File: src/rtl/bcd_conv_arbiter.sv
// Round-robin sequencer sharing one binaryToBCD converter among N_REQ requesters.
// Grants one requester, issues a single start, waits for done (with watchdog), then captures and acks.
module bcd_conv_arbiter #(
  parameter int N_REQ   = 4,
  parameter int TIMEOUT = 64
) (
  input  logic                clk,
  input  logic                rst,
  input  logic [N_REQ-1:0]    req,
  input  logic [26*N_REQ-1:0] value,
  output logic [N_REQ-1:0]    ack,
  output logic                err,
  output logic                busy,
  output logic [31:0]         bcd_out,
  output logic [2:0]          bcd_owner,
  output logic                conv_start,
  output logic [25:0]         conv_value,
  input  logic                conv_ready,
  input  logic                conv_done,
  input  logic [31:0]         conv_digits,
  output logic [1:0]          dbg_state
);
  localparam int WDW = $clog2(TIMEOUT + 1);

  typedef enum logic [1:0] {S_IDLE, S_ISSUE, S_WAIT, S_CAPTURE} state_t;

  state_t           r_state;
  logic [2:0]       r_grant;
  logic [2:0]       r_last_grant;
  logic [WDW-1:0]   r_wd;
  logic [N_REQ-1:0] r_ack;
  logic             r_err;
  logic             r_start;
  logic [25:0]      r_value;
  logic [31:0]      r_bcd;
  logic [2:0]       r_owner;

  logic [7:0]       w_req_ext;
  logic [25:0]      w_ops [8];
  logic             w_found;
  logic [2:0]       w_pick;

  assign w_req_ext = 8'(req);

  for (genvar g = 0; g < 8; g++) begin : g_ops
    if (g < N_REQ) begin : g_on
      assign w_ops[g] = value[26*g +: 26];
    end else begin : g_off
      assign w_ops[g] = '0;
    end
  end

  // First pending requester strictly after last_grant, wrapping modulo N_REQ.
  always_comb begin
    int t;
    t       = 0;
    w_found = 1'b0;
    w_pick  = '0;
    for (int o = 1; o <= N_REQ; o++) begin
      t = int'(r_last_grant) + o;
      if (t >= N_REQ) t = t - N_REQ;
      if (!w_found && w_req_ext[3'(t)]) begin
        w_found = 1'b1;
        w_pick  = 3'(t);
      end
    end
  end

  // Handshakes: a requester holds req until its one-cycle ack; the converter accepts a
  // one-cycle conv_start only while conv_ready is high and answers with a one-cycle conv_done.
  always_ff @(posedge clk or negedge rst) begin
    if (!rst) begin
      r_state      <= S_IDLE;
      r_grant      <= '0;
      r_last_grant <= 3'(N_REQ - 1);
      r_wd         <= '0;
      r_ack        <= '0;
      r_err        <= 1'b0;
      r_start      <= 1'b0;
      r_value      <= '0;
      r_bcd        <= '0;
      r_owner      <= '0;
    end else begin
      r_ack   <= '0;
      r_err   <= 1'b0;
      r_start <= 1'b0;
      case (r_state)
        S_IDLE: begin
          if (conv_ready && w_found) begin
            r_grant <= w_pick;
            r_value <= w_ops[w_pick];
            r_start <= 1'b1;
            r_state <= S_ISSUE;
          end
        end
        S_ISSUE: begin
          r_wd    <= '0;
          r_state <= S_WAIT;
        end
        S_WAIT: begin
          if (conv_done) begin
            r_bcd   <= conv_digits;
            r_owner <= r_grant;
            for (int i = 0; i < N_REQ; i++) r_ack[i] <= (r_grant == 3'(i));
            r_state <= S_CAPTURE;
          end else if (r_wd == WDW'(TIMEOUT - 1)) begin
            // Abort: the requester loses its turn so a dead operand cannot starve others.
            r_err        <= 1'b1;
            r_last_grant <= r_grant;
            r_state      <= S_IDLE;
          end else begin
            r_wd <= r_wd + 1'b1;
          end
        end
        S_CAPTURE: begin
          r_last_grant <= r_grant;
          r_state      <= S_IDLE;
        end
        default: r_state <= S_IDLE;
      endcase
    end
  end

  assign ack        = r_ack;
  assign err        = r_err;
  assign busy       = (r_state != S_IDLE);
  assign bcd_out    = r_bcd;
  assign bcd_owner  = r_owner;
  assign conv_start = r_start;
  assign conv_value = r_value;
  assign dbg_state  = r_state;

endmodule

File: config.mk
export PLATFORM = sky130hd
export DESIGN_NAME = bcd_conv_arbiter
export DESIGN_NICKNAME = d
export VERILOG_FILES = /design/src/rtl/bcd_conv_arbiter.sv
export SDC_FILE = /design/constraint.sdc
export NUM_CORES = 1
export LEC_CHECK = 0
export BUFFER_PORTS_ARGS = -buffer_cell sky130_fd_sc_hd__buf_2
export CAP_MARGIN = 10
export CORE_UTILIZATION = 23
export DETAILED_ROUTE_END_ITERATION = 6
export PLACE_DENSITY = 0.45
export SYNTH_ARGS = -nofsm -noshare
export SYNTH_HDL_FRONTEND = slang
export SYNTH_SLANG_ARGS = --single-unit
File: constraint.sdc
create_clock -name clk -period 6.92 [get_ports clk]
set_input_delay 0.692 -clock clk [delete_from_list [all_inputs] [get_ports clk]]
set_output_delay 0.692 -clock clk [all_outputs]
set_load 0.01 [all_outputs]
==> impl_metrics.py <==
metrics = {
    "status": {
        "outcome": "complete, no violations",
    },
    "timing": {
        "max_freq_mhz": 271,
        "final_max_slew_viol_count": 0,
        "tightest_slew_ns": 1.11,
        "rsz0062_at_grt": "false",
        "period_minus_slack_ns": 3.69,
        "holdWs_ns": 0.492,
        "finalCritPeriodShare_pct": 53.3,
        "fin_setup_tns_ns": 0,
        "fin_ws_ns": 3.23,
        "clock_skew_ns": 0.0102,
        "setup_viol": 0,
        "slew_headroom_pct": 26.0,
        "hold_viol": 0,
    },
    "synthesis": {
        "synth_area_leaders": "dfrtp_1 45%, mux2_2 10%, nand2_1 8.1%, o2111ai_1 5.1%, a21boi_0 4.6%",
        "ys_seq_elements": 82,
        "synthesis.area_um2": 4450,
        "synth_seq_area_share_pct": 46.1,
        "async_flop_share_pct": 100,
        "synth_edf_count": 0,
        "synth_top_area_share_pct": 45.0,
        "yosysWarnings": 0,
        "yosysUniqueCellTypes": 52,
        "synth_most_common_cell": "nand2_1",
        "synth_flop_cell": "dfrtp_1",
        "ys_top_cells_by_count": "96 x nand2_1, 80 x dfrtp_1, 40 x mux2_2, 29 x and3_1",
        "syn_inst": 444,
        "syn_nets": 591,
        "yosys.area.top_type": "dfrtp_1",
        "syn_avg_cell_area_um2": 10.0,
    },
    "layout": {
        "regArea_um2": 2050,
        "drive_gt1_share_pct": 44.5,
        "finalNetCount": 785,
        "area_growth_pct": 33.8,
        "final_util_pct": 31.6,
        "multiInputGateArea_um2": 2200,
        "diodes": 0,
        "nFillCells": 2004,
    },
    "floorplan": {
        "die_w_um": 141,
        "dieHeight_um": 141,
        "rows": 50,
        "io_pins": 214,
        "core_area_um2": 18800,
        "start_util_pct": 23.6,
        "die-area_um2": 19900,
    },
    "routing": {
        "drtIter0Drc": 182,
        "wl_mm": 14.4,
        "final_antenna_net_count": 0,
        "first_pass_iters": 4,
        "vias_per_cell": 4.56,
        "post_drt_wl_per_cell_um": 16.0,
        "route.detailed.drc": 0,
        "num_vias": 4116,
    },
    "global_route": {
        "use_met2_pct": 23.3,
        "antenna_found_initial": 0,
        "grt_start_max_net_pins": 83,
        "busiest_layer": "met2",
        "grtUsageTotal_pct": 14.6,
        "grt_util_met3_pct": 4.25,
        "grt_pass1_wl_mm": 22.5,
        "grt_pass1_vias": 4194,
        "grt_util_met1_pct": 18.4,
        "grt_overflow": 0,
    },
    "min_path": {
        "worst_hold_path_type": "reg -> reg",
        "hold_depth": 2,
    },
    "setup_path": {
        "r2r_cells": 9,
        "cp-end-kind": "register",
        "path_class": "reg -> reg",
        "crit_arrival_ns": 3.86,
        "required_ns": 7.09,
        "start_kind": "register",
        "critPathMaxFanout": 28,
    },
    "pwr": {
        "ir_drop_mv": 0.171,
        "p_per_area_nw_per_um2": 431,
        "p_leak_nw": 2.91,
        "finalPower_mw": 2.57,
    },
    "clock_tree": {
        "hold_buffers": 0,
        "clk_pin_slew_worst_paths_ns": 0.07,
        "numCtsBuffers": 9,
        "cts_tree": "built",
        "clk_path_buf_depth": 2,
        "clock_sinks": 82,
        "htree_levels": 3,
        "post_cts_buffers": 0,
        "ctsResizeCount": 0,
        "insertion_delay_ns": 0.35,
        "cts_root_buffer": "clkbuf_16",
    },
    "placement": {
        "pre_cts_ws_ns": 3.20,
        "io_buffers": 213,
        "place_congestion": 0.795,
        "hpwlAfterDp_mm": 10.4,
    },
    "job": {
        "drv_cap": 0,
    },
}
flip-flops by register name, summed over array words and instances, names as in the netlist, 2 cells and up:
name	flops
ack	4
bcd_out	32
conv_value	26
dbg_state	2
r_last_grant	3
bcd_owner	3
r_wd	7
r_grant	3
cell type report:
type / count / share of cell area [%]
clock buffer: 10 / 3.84
clock inverter: 6 / 0.819
inverter: 5 / 0.315
multi-input combinational: 326 / 37.0
sequential: 82 / 34.5
tap: 260 / 5.46
timing repair buffer: 214 / 18.1
layout by cell type, fill, tap and decap left out, drive strengths merged, types with 2 or more instances in the layout:
master	count
a22oi	2
a21boi	28
mux2i	5
o211ai	2
dfrtp	80
clkinvlp	3
nand2	96
a211o	2
a21oi	3
nand2b	3
buf	214
mux4	2
nor2b	5
and3	29
and2	4
o21ai	36
inv	7
ha	3
nor2	15
mux2	41
nand3	8
clkbuf	10
dfstp	2
o2111ai	26
final timing paths:
check | start | slack (ns) | to
min in group asynchronous | rst | 0.56 | conv_value[2]
max in group asynchronous | rst | 5.69 | bcd_out[24]
min reg2reg | conv_value[23] | 0.49 | conv_value[23]
min | conv_value[23] | 0.49 | conv_value[23]
max reg2reg | r_last_grant[0] | 3.23 | conv_value[17]
max | r_last_grant[0] | 3.23 | conv_value[17]
metrics by stage:
| step | std cells | instance area (µm²) |
|---|---|---|
| final | 903 | 5960 |
| after global routing | 903 | 5960 |
| after CTS | 903 | 5960 |
| after detailed placement | 887 | 5680 |
| after global placement | 887 | 5680 |
| after floorplan | 444 | 4450 |
power breakdown:
group          internal (mW)  switching, mW
Clock                  0.246          0.208
Combinational          0.543          0.732
Sequential             0.686          0.151
Total                   1.48           1.09
per-layer routing:
layer,routed length [µm],up-vias
li1,-,1985
met1,6470,1936
met2,6420,180
met3,1250,15
met4,275,0
met5,0,-
cell families (layout without fill, tap and decap cells):
family          count (synthesis)  after routing  synth area share (%)
flops                          82             82                  46.1
mux                            48             48                  12.9
fa+ha+maj                       3              3                 0.843
simple gates                  166            166                  16.9
xor+xnor                        2              2                 0.394
buf+inv                        36            235                  4.61
compound gates                107            107                  18.2
critical path, stage by stage, from the launching register on:
cell       delay [ns]
dfstp_2          0.75
inv_1            0.17
ha_1             0.46
mux4_2           0.24
o21ai_1          0.09
o21ai_2          0.25
mux2i_4          0.92
a21oi_4          0.32
nand2_1          0.17
o2111ai_1        0.14
Note: power is estimated with default switching activity, not from simulation.
